`config.mk`:
```
export PLATFORM = sky130hd
export DESIGN_NAME = spi_cmd_decoder
export DESIGN_NICKNAME = d
export VERILOG_FILES = /design/src/rtl/spi_cmd_decoder.sv
export SDC_FILE = /design/constraint.sdc
export NUM_CORES = 1
export LEC_CHECK = 0
export ABC_AREA = 1
export CORE_MARGIN = 4
export CORE_UTILIZATION = 45
export CTS_CLUSTER_DIAMETER = 40
export CTS_CLUSTER_SIZE = 8
export DETAILED_ROUTE_END_ITERATION = 8
export PLACE_DENSITY = 0.7
export SLEW_MARGIN = 20
export SYNTH_ARGS = -nofsm -noshare
export SYNTH_HDL_FRONTEND = slang
export SYNTH_SLANG_ARGS = --single-unit
```
`constraint.sdc`:
```
create_clock -name clk -period 1.69 [get_ports clk]
set_input_delay 0.338 -clock clk [delete_from_list [all_inputs] [get_ports clk]]
set_output_delay 0.338 -clock clk [all_outputs]
set_load 0.05 [all_outputs]
```
`src/rtl/spi_cmd_decoder.sv`:
```
// spi_cmd_decoder
//   Byte-level command decoder placed directly behind the SPI mode-0 slave.
//   It parses a framed header (OPC, ADDR_H, ADDR_L[, LEN]), issues single-cycle
//   writes and reads on the internal register bus, and hands read data back to
//   the slave's transmit port. A high cs_n_i always restarts parsing at OPC.
//
//   Build option: define SPI_CMD_BURST_EN to add the LEN header byte, so a
//   frame carries N = LEN+1 data bytes with address auto-increment. Without
//   it the header is OPC, ADDR_H, ADDR_L and every frame moves one byte.
//
// Ports
//   clk          system clock (same domain as the SPI slave)
//   rst          synchronous, active-high reset
//   cs_n_i       SPI chip select; high marks a frame boundary
//   rx_data_i    received byte          rx_valid_i  one-cycle strobe for rx_data_i
//   tx_data_o    next byte to shift out tx_valid_o  tx_data_o holds fresh read data
//   bus_addr_o   bus address (ADDR_W)   bus_wdata_o write data
//   bus_we_o     one-cycle write strobe bus_re_o    one-cycle read strobe
//   bus_rdata_i  read data, sampled at the edge that ends the bus_re_o cycle
//   cmd_err_o    one-cycle pulse on an unknown opcode
module spi_cmd_decoder #(
   parameter int ADDR_W = 16
) (
   input  logic              clk,
   input  logic              rst,
   input  logic              cs_n_i,
   input  logic [7:0]        rx_data_i,
   input  logic              rx_valid_i,
   output logic [7:0]        tx_data_o,
   output logic              tx_valid_o,
   output logic [ADDR_W-1:0] bus_addr_o,
   output logic [7:0]        bus_wdata_o,
   output logic              bus_we_o,
   output logic              bus_re_o,
   input  logic [7:0]        bus_rdata_i,
   output logic              cmd_err_o
);

   localparam logic [2:0] S_OPC     = 3'd0;
   localparam logic [2:0] S_ADDR_H  = 3'd1;
   localparam logic [2:0] S_ADDR_L  = 3'd2;
`ifdef SPI_CMD_BURST_EN
   localparam logic [2:0] S_LEN     = 3'd3;
`endif
   localparam logic [2:0] S_WR_DATA = 3'd4;
   localparam logic [2:0] S_RD_TURN = 3'd5;
   localparam logic [2:0] S_RD_DATA = 3'd6;
   localparam logic [2:0] S_DISCARD = 3'd7;

   localparam logic [7:0]        OPC_WRITE = 8'h01;
   localparam logic [7:0]        OPC_READ  = 8'h02;
   localparam logic [ADDR_W-1:0] ADDR_ONE  = {{(ADDR_W-1){1'b0}}, 1'b1};

   // The header always carries 16 address bits; zero-extend or truncate to the bus width.
   function automatic logic [ADDR_W-1:0] fit_addr(input logic [15:0] hdr);
      return ADDR_W'(hdr);
   endfunction

   logic [2:0]        state_q,     state_d;
   logic              rd_op_q,     rd_op_d;
   logic [7:0]        addr_h_q,    addr_h_d;
   logic [ADDR_W-1:0] addr_q,      addr_d;
   logic [8:0]        cnt_q,       cnt_d;
   logic [7:0]        tx_data_q,   tx_data_d;
   logic              tx_valid_q,  tx_valid_d;
   logic [ADDR_W-1:0] bus_addr_q,  bus_addr_d;
   logic [7:0]        bus_wdata_q, bus_wdata_d;
   logic              bus_we_q,    bus_we_d;
   logic              bus_re_q,    bus_re_d;
   logic              cmd_err_q,   cmd_err_d;

   logic [ADDR_W-1:0] hdr_addr_s;
   logic [8:0]        n_total_s;
   logic [8:0]        cnt_inc_s;
   logic              last_s;

`ifdef SPI_CMD_BURST_EN
   logic [7:0]        len_q,       len_d;
   assign n_total_s = {1'b0, len_q} + 9'd1;
`else
   assign n_total_s = 9'd1;
`endif

   assign hdr_addr_s = fit_addr({addr_h_q, rx_data_i});
   assign cnt_inc_s  = cnt_q + 9'd1;
   // cnt_q counts bytes already written or loaded; this byte completes the transfer.
   assign last_s     = (cnt_inc_s == n_total_s);

   // Next-state decode: frame parsing, bus strobes and read-return loading
   always_comb begin
      state_d     = state_q;
      rd_op_d     = rd_op_q;
      addr_h_d    = addr_h_q;
      addr_d      = addr_q;
      cnt_d       = cnt_q;
      tx_data_d   = tx_data_q;
      tx_valid_d  = tx_valid_q;
      bus_addr_d  = bus_addr_q;
      bus_wdata_d = bus_wdata_q;
      bus_we_d    = 1'b0;
      bus_re_d    = 1'b0;
      cmd_err_d   = 1'b0;
`ifdef SPI_CMD_BURST_EN
      len_d       = len_q;
`endif
      if (cs_n_i) begin
         // Boundary beats a same-cycle byte; an in-flight read return is not loaded.
         state_d    = S_OPC;
         tx_valid_d = 1'b0;
         cnt_d      = 9'd0;
      end else begin
         if (rx_valid_i) begin
            case (state_q)
               S_OPC: begin
                  cnt_d = 9'd0;
                  if (rx_data_i == OPC_WRITE) begin
                     rd_op_d = 1'b0;
                     state_d = S_ADDR_H;
                  end else if (rx_data_i == OPC_READ) begin
                     rd_op_d = 1'b1;
                     state_d = S_ADDR_H;
                  end else begin
                     cmd_err_d = 1'b1;
                     state_d   = S_DISCARD;
                  end
               end
               S_ADDR_H: begin
                  addr_h_d = rx_data_i;
                  state_d  = S_ADDR_L;
               end
`ifdef SPI_CMD_BURST_EN
               S_ADDR_L: begin
                  addr_d  = hdr_addr_s;
                  state_d = S_LEN;
               end
               S_LEN: begin
                  len_d = rx_data_i;
                  cnt_d = 9'd0;
                  if (rd_op_q) begin
                     // First read goes out as soon as the header is complete.
                     state_d    = S_RD_TURN;
                     bus_re_d   = 1'b1;
                     bus_addr_d = addr_q;
                  end else begin
                     state_d = S_WR_DATA;
                  end
               end
`else
               S_ADDR_L: begin
                  addr_d = hdr_addr_s;
                  cnt_d  = 9'd0;
                  if (rd_op_q) begin
                     state_d    = S_RD_TURN;
                     bus_re_d   = 1'b1;
                     bus_addr_d = hdr_addr_s;
                  end else begin
                     state_d = S_WR_DATA;
                  end
               end
`endif
               S_WR_DATA: begin
                  bus_we_d    = 1'b1;
                  bus_wdata_d = rx_data_i;
                  bus_addr_d  = addr_q;
                  addr_d      = addr_q + ADDR_ONE;
                  cnt_d       = cnt_inc_s;
                  if (last_s) begin
                     state_d = S_DISCARD;
                  end else begin
                     state_d = S_WR_DATA;
                  end
               end
               S_RD_TURN, S_RD_DATA: begin
                  // This strobe is the slave loading tx_data_o (or 0x00 on underrun).
                  tx_valid_d = 1'b0;
                  addr_d     = addr_q + ADDR_ONE;
                  cnt_d      = cnt_inc_s;
                  if (last_s) begin
                     state_d = S_DISCARD;
                  end else begin
                     state_d    = S_RD_DATA;
                     bus_re_d   = 1'b1;
                     bus_addr_d = addr_q + ADDR_ONE;
                  end
               end
               S_DISCARD: begin
                  state_d = S_DISCARD;
               end
               default: begin
                  state_d = S_DISCARD;
               end
            endcase
         end else begin
            state_d = state_q;
         end
         // Read data is captured in the cycle after the strobe, after any clear above.
         if (bus_re_q) begin
            tx_data_d  = bus_rdata_i;
            tx_valid_d = 1'b1;
         end else begin
            tx_data_d = tx_data_q;
         end
      end
   end

   // State and output registers
   always_ff @(posedge clk) begin
      if (rst) begin
         state_q     <= S_OPC;
         rd_op_q     <= 1'b0;
         addr_h_q    <= 8'h00;
         addr_q      <= {ADDR_W{1'b0}};
         cnt_q       <= 9'd0;
         tx_data_q   <= 8'h00;
         tx_valid_q  <= 1'b0;
         bus_addr_q  <= {ADDR_W{1'b0}};
         bus_wdata_q <= 8'h00;
         bus_we_q    <= 1'b0;
         bus_re_q    <= 1'b0;
         cmd_err_q   <= 1'b0;
`ifdef SPI_CMD_BURST_EN
         len_q       <= 8'h00;
`endif
      end else begin
         state_q     <= state_d;
         rd_op_q     <= rd_op_d;
         addr_h_q    <= addr_h_d;
         addr_q      <= addr_d;
         cnt_q       <= cnt_d;
         tx_data_q   <= tx_data_d;
         tx_valid_q  <= tx_valid_d;
         bus_addr_q  <= bus_addr_d;
         bus_wdata_q <= bus_wdata_d;
         bus_we_q    <= bus_we_d;
         bus_re_q    <= bus_re_d;
         cmd_err_q   <= cmd_err_d;
`ifdef SPI_CMD_BURST_EN
         len_q       <= len_d;
`endif
      end
   end

   assign tx_data_o   = tx_data_q;
   assign tx_valid_o  = tx_valid_q;
   assign bus_addr_o  = bus_addr_q;
   assign bus_wdata_o = bus_wdata_q;
   assign bus_we_o    = bus_we_q;
   assign bus_re_o    = bus_re_q;
   assign cmd_err_o   = cmd_err_q;

endmodule

```
==> flow_metrics.tcl, run 1 <==
set metrics [dict create \
    multi_input_area_um2 2137 \
    arrival_ns 2.10 \
    grt_max_degree 43 \
    min_period_over_period_pct 107.1 \
    regArea_um2 1474 \
    cp_max_fo 11 \
    hp-class "flop to flop" \
    start_util_pct 47.38 \
    grtUsageMet1_pct 29.28 \
    ys_seq_elements 73 \
    startpoint_type "flop" \
    gp_congestion 0.9019 \
    synth_edf_count 0 \
    max_slew_margin_pct 74.23 \
    slowest_stage "dfxtp_4" \
    min_period_ns 1.810 \
    num_vias 4075 \
    htreeDepth 3 \
    fmax_mhz 552.5 \
    finalSetupViolations 16 \
    nFillCells 663 \
    drc_errors 0 \
    power_density_nw_per_um2 705.9 \
    p_leak_nw 2.346 \
    busiest_layer "met2" \
    status "finished, violations left" \
    maxCapViolCount 0 \
    crit_buf_inv 4 \
    wire_per_inst_um 13.96 \
    rr_startpoint "cnt_q[1]" \
    cts_buffer_depth 2 \
    use_met2_pct 36.57 \
    syn_to_final_growth_pct 42.22 \
    dp_cells 750 \
    cts_tree "yes" \
    ys_seq_area_share_pct 39.10 \
    min-delay-start "addr_h_q[1]" \
    nNetsFinal 693 \
    netlist_instances 549 \
    critical-path-top-delay-family "simple AND/OR/NAND/NOR gates" \
    grt_pass1_wl_um 18150 \
    fp.dieH_um 99.13 \
    dpl.hpwl_um 7569 \
    clock_skew_ns 0.005496 \
    rows 32 \
    synth.avg_cell_area_um2 6.808 \
    rsz0062_at_grt "true" \
    grt_overflow_total 0 \
    yosysTopAreaCellShare_pct 39.10 \
    port_buffers 55 \
    netlist_area_um2 3737 \
    critical_path.startpoint "cnt_q[1]" \
    synth_ff_type "dfxtp_1" \
    dp_slack_ns -0.2306 \
    routed_wl_um 10850 \
    async_flop_share_pct 0 \
    die_x_um 99.13 \
    required_ns 1.98 \
    path_cells "buf_6 > inv_4 > ha_4 > inv_2 > nor2_2 > nand3_2 > nor2_4 > nand4_4 > clkbuf_16 > nand3b_1 > nand2_1 > nor2_1" \
    clockRootBuffer "clkbuf_8" \
    yosysUniqueCellTypes 41 \
    drtIter0Drc 212 \
    crit_path_max_incr_delay_ns 0.36 \
    drt.antenna.violating_nets 0 \
    path_class "flop to flop" \
    clock-sinks 73 \
    end_kind "flop" \
    dieArea_um2 9827 \
    synth_area_leaders "dfxtp_1 39%, nand2_1 11%, nor2_1 8.3%" \
    clkTransAtPathRegs_ns 0.08 \
    globalRouteTotalUtil_pct 22.34 \
    tightestPinTransition_ns 0.3857 \
    fin_cells 777 \
    met3_usage_pct 3.647 \
    violations "negative setup slack" \
    drive_gt1_share_pct 28.00 \
    grt_pass1_vias 4046 \
    fin_area_um2 5315 \
    worst_slack_ns -0.1200 \
    ios 56 \
    drt_first_pass_iters 5 \
    yosys.area.top_type "dfxtp_1" \
    clkLatencyLatePin_ns 0.35 \
    coreArea_um2 7888 \
    numCtsBuffers 9 \
    syn_nets 572 \
    vias_per_cell 5.245 \
    antenna_found_initial 0 \
    drv_slew 0 \
    peakVddDrop_mv 0.4260 \
    finalHoldViolations 0 \
    diodes 0 \
    place_area_um2 4751 \
    ys_warn_count 0 \
]
-- report_power, final --
| part | internal [W] | switching, W | total (W) |
|---|---|---|---|
| Combinational | 0.000228 | 0.000321 | 0.000549 |
| Sequential | 0.00176 | 0.0000326 | 0.00179 |
| Clock | 0.000712 | 0.000697 | 0.00141 |
| Total | 0.00270 | 0.00105 | 0.00375 |
-- synth_stat cells (2+ instances only) --
| master | instances |
|---|---|
| inv_2 | 3 |
| dfxtp_1 | 73 |
| o211ai_1 | 3 |
| a31oi_1 | 9 |
| clkbuf_1 | 7 |
| nand2_1 | 110 |
| nor2_4 | 2 |
| nand3b_1 | 6 |
| nand4_1 | 7 |
| buf_4 | 2 |
| buf_2 | 6 |
| o221ai_1 | 2 |
| a21oi_1 | 48 |
| buf_6 | 4 |
| o21ai_0 | 46 |
| inv_1 | 57 |
| xor2_1 | 5 |
| nor4_1 | 2 |
| ha_1 | 3 |
| nand3_1 | 39 |
| clkinv_1 | 2 |
| nand2_2 | 3 |
| nor2_1 | 83 |
| o22ai_1 | 2 |
| nor3_1 | 5 |
| a221oi_1 | 5 |
-- worst register-to-register path, delay by kind of cell, from the launching register on --
family	cells	cell delay [ns]
AND/OR/NAND/NOR	7	0.79
buffers and inverters	4	0.47
flip-flops	1	0.36
adder cells (fa/ha/maj)	1	0.13
-- area by class of cell --
class	instances	area share, %
clock inverters	6	1.083
inverters	62	4.590
flip-flops and latches	73	27.73
repair buffers	129	21.40
clock buffers	10	2.589
multi-input cells	395	40.21
well taps	102	2.401
-- layer usage --
| layer | routed length [um] | share of wire [%] |
|---|---|---|
| met3 | 603 | 5.6 |
| met2 | 5059 | 47 |
| met4 | 263 | 2.4 |
| met5 | 0 | 0 |
| met1 | 4921 | 45 |
-- registers in the layout, summed over array words and instances, names as in the netlist --
signal       cells
cmd_err_o        1
bus_re_o         1
tx_valid_o       1
cnt_q            9
bus_wdata_o      8
bus_addr_o      16
addr_q          16
state_q          3
rd_op_q          1
bus_we_o         1
addr_h_q         8
tx_data_o        8
-- cell families after synthesis --
family | after synthesis | share of synthesized area, %
AOI/OAI and AO/OA | 124 | 18.75
and+or+nand+nor | 261 | 30.30
DFF | 73 | 39.10
xor gates and xnor gates | 6 | 1.406
adders and majority gates | 3 | 1.004
buffers and inverters | 82 | 9.441
-- layout by cell type, fill, tap and decap left out, drive strengths merged, types with 3 or more instances in the layout --
| cell type | instances |
|---|---|
| clkbuf | 12 |
| clkinv | 6 |
| nand2 | 115 |
| ha | 3 |
| nand3b | 6 |
| nand3 | 39 |
| a221oi | 6 |
| nor3 | 5 |
| o21ai | 47 |
| inv | 59 |
| clkdlybuf4s50 | 19 |
| a21oi | 49 |
| a31oi | 9 |
| nand4 | 8 |
| xor2 | 5 |
| o211ai | 3 |
| buf | 108 |
| nor2 | 86 |
| dfxtp | 73 |
-- per-stage QoR --
step                      total power (W)  utilization [%]  hold WS (ns)  setup TNS, ns
after detailed placement         0.002345            60.23        0.4566         -6.992
after global placement           0.002337            60.23        0.4471         -6.018
after CTS                        0.003737            64.99        0.4712        -0.2627
after global routing             0.003904            67.39        0.4966         -3.907
after floorplan                  0.002119                -        0.4300              0
final                            0.003752            67.39        0.4755         -1.239
-- final timing paths --
path                            cells past startpoint             to  slack, ns
worst min register to register                      2    addr_h_q[1]       0.48
worst min-delay path                                2    addr_h_q[1]       0.48
worst max register to register                     12  bus_addr_o[9]      -0.12
worst max-delay path                               12  bus_addr_o[9]      -0.12
-- what timing repair did --
item                                    in CTS  in global routing
hold buffers                                 0                  0
endpoints found under the setup margin      19                 39
pin swaps                                    4                  8
buffers inserted                             7                  1
hold endpoints to repair                     0                  0
cloned                                       1                  2
resized for setup                           31                 37
Power figures use the tool's default switching activity.
==> run 2: changes to the inputs <==
Settings changed: RECOVER_POWER from default to 50.
==> run 2 against run 1 <==
Compared with the run above:
- the flow still finishes with violations (negative setup slack)
- core utilization is 1.6 points lower
- clock skew hardly changed
- count of clock-buffer cells in the layout stayed put
- worst setup slack better by 0.0039 ns
- non-clock buffer count stayed put
- clock power hardly changed
- hold slack worse by 0.0018 ns
- register-to-register slack hardly changed
- critical endpoint unchanged
==> flow_metrics.tcl, run 2 (synthesized netlist as in run 1, its figures left out) <==
set metrics [dict create \
    min_period_over_period_pct 106.9 \
    fmax_mhz 553.7 \
    port_buffers 55 \
    slowest_stage "dfxtp_2" \
    drc_errors 0 \
    clockRootBuffer "clkbuf_8" \
    clkLatencyLatePin_ns 0.35 \
    clkTransAtPathRegs_ns 0.08 \
    arrival_ns 2.06 \
    grt_overflow_total 0 \
    gp_congestion 0.9019 \
    path_cells "nand2_1 > nor2_1 > nand3_1 > nand2_1 > nand2_2 > nor2_4 > nand4_4 > clkbuf_16 > a21oi_1 > nor2_1" \
    max_slew_margin_pct 59.52 \
    syn_to_final_growth_pct 38.80 \
    power_density_nw_per_um2 719.2 \
    cts_tree "yes" \
    start_util_pct 47.38 \
    htreeDepth 3 \
    ios 56 \
    critical-path-top-delay-family "simple AND/OR/NAND/NOR gates" \
    nNetsFinal 693 \
    cp_max_fo 11 \
    clock_skew_ns 0.005839 \
    final_cell_mix "105 x nand2_1, 70 x nor2_1, 65 x dfxtp_1" \
    total_power_w 0.003731 \
    vias_per_cell 5.284 \
    diodes 0 \
    globalRouteTotalUtil_pct 22.34 \
    antenna_found_initial 0 \
    dieArea_um2 9827 \
    dpl.hpwl_um 7569 \
    required_ns 1.94 \
    wire_per_inst_um 14.02 \
    rsz0062_at_grt "true" \
    crit_buf_inv 1 \
    drv_slew 0 \
    numCtsBuffers 9 \
    crit_path_max_incr_delay_ns 0.37 \
    drive_gt1_share_pct 23.41 \
    finalHoldViolations 0 \
    mostFrequentLayoutCell "nand2_1" \
    die_x_um 99.13 \
    startpoint_type "flop" \
    coreArea_um2 7888 \
    path_class "flop to flop" \
    status "finished, violations left" \
    drtIter0Drc 206 \
    drt_first_pass_iters 5 \
    maxCapViolCount 0 \
    holdBufCountCts 0 \
    cts_buffer_depth 2 \
    p_leak_nw 2.214 \
    grt_pass1_wl_um 18150 \
    clock-sinks 73 \
    routed_wl_um 10890 \
    finalSetupViolations 16 \
    peakVddDrop_mv 0.4238 \
    fp.dieH_um 99.13 \
    grt_max_degree 43 \
    grt_pass1_vias 4046 \
    worst_slack_ns -0.1160 \
    drt.antenna.violating_nets 0 \
    hp-class "flop to flop" \
    rows 32 \
    tns_ns -1.272 \
    min_period_ns 1.806 \
    num_vias 4106 \
    violations "negative setup slack" \
    end_kind "flop" \
    tightestPinTransition_ns 0.6098 \
]
[run 2: cell types whose count changed in the layout (fill, tap and decap cells not counted), sizes merged]
cell	before	now
buf	108	72
clkbuf	12	48
clkdlybuf4s50	19	18
dlygate4sd3	0	1
[run 2: metrics by stage]
stage | instances | area, um^2 | setup slack (ns) | hold WS [ns] | util (%)
after floorplan | 549 | 3740 | 0.01787 | 0.4300 | -
after global placement | 750 | 4751 | -0.1815 | 0.4471 | 60.23
after detailed placement | 750 | 4751 | -0.2306 | 0.4566 | 60.23
after CTS | 774 | 5126 | -0.02901 | 0.4712 | 64.99
after global routing | 777 | 5187 | -0.2505 | 0.4966 | 65.77
final | 777 | 5187 | -0.1160 | 0.4736 | 65.77
[run 2: cell type report]
class                      count  area [um^2]
clock inverter                 6        57.56
multi-input combinational    395         2135
tap                          102        127.6
clock buffer                  10        137.6
sequential                    73         1474
inverter                      62        244.0
fill                         702         2700
timing repair buffer         129         1012
[run 2: metal layers]
layer  global-route usage (%)  part of all wire (%)
met2                    36.57                    46
met1                    29.28                    45
met4                    9.139                   2.5
met5                        0                     0
met3                    3.647                   5.9
[run 2: repair_timing]
item,CTS,global route
setup buffers,7,1
cloned,1,2
gates resized for setup,31,37
pin swaps,4,8
setup endpoints to repair,19,39
[run 2: worst paths after layout]
kind               start             to  slack, ns  cells after the start
min          addr_h_q[1]    addr_h_q[1]       0.47                      2
min reg2reg  addr_h_q[1]    addr_h_q[1]       0.47                      2
max             cnt_q[3]  bus_addr_o[9]      -0.12                     10
max reg2reg     cnt_q[3]  bus_addr_o[9]      -0.12                     10
[run 2: report_power, final]
| group | leakage [nW] | switching, W | internal [W] |
|---|---|---|---|
| Combinational | 1.52 | 0.000321 | 0.000211 |
| Clock | 0.102 | 0.000694 | 0.000712 |
| Sequential | 0.595 | 0.0000321 | 0.00176 |
| Total | 2.21 | 0.00105 | 0.00268 |
[run 2: tightest hold or removal path: cells and delay by family (launching register included)]
| family | cells | cell delay, ns |
|---|---|---|
| buffers and inverters | 1 | 0.07 |
| DFF | 1 | 0.30 |
| AOI/OAI and AO/OA | 1 | 0.06 |
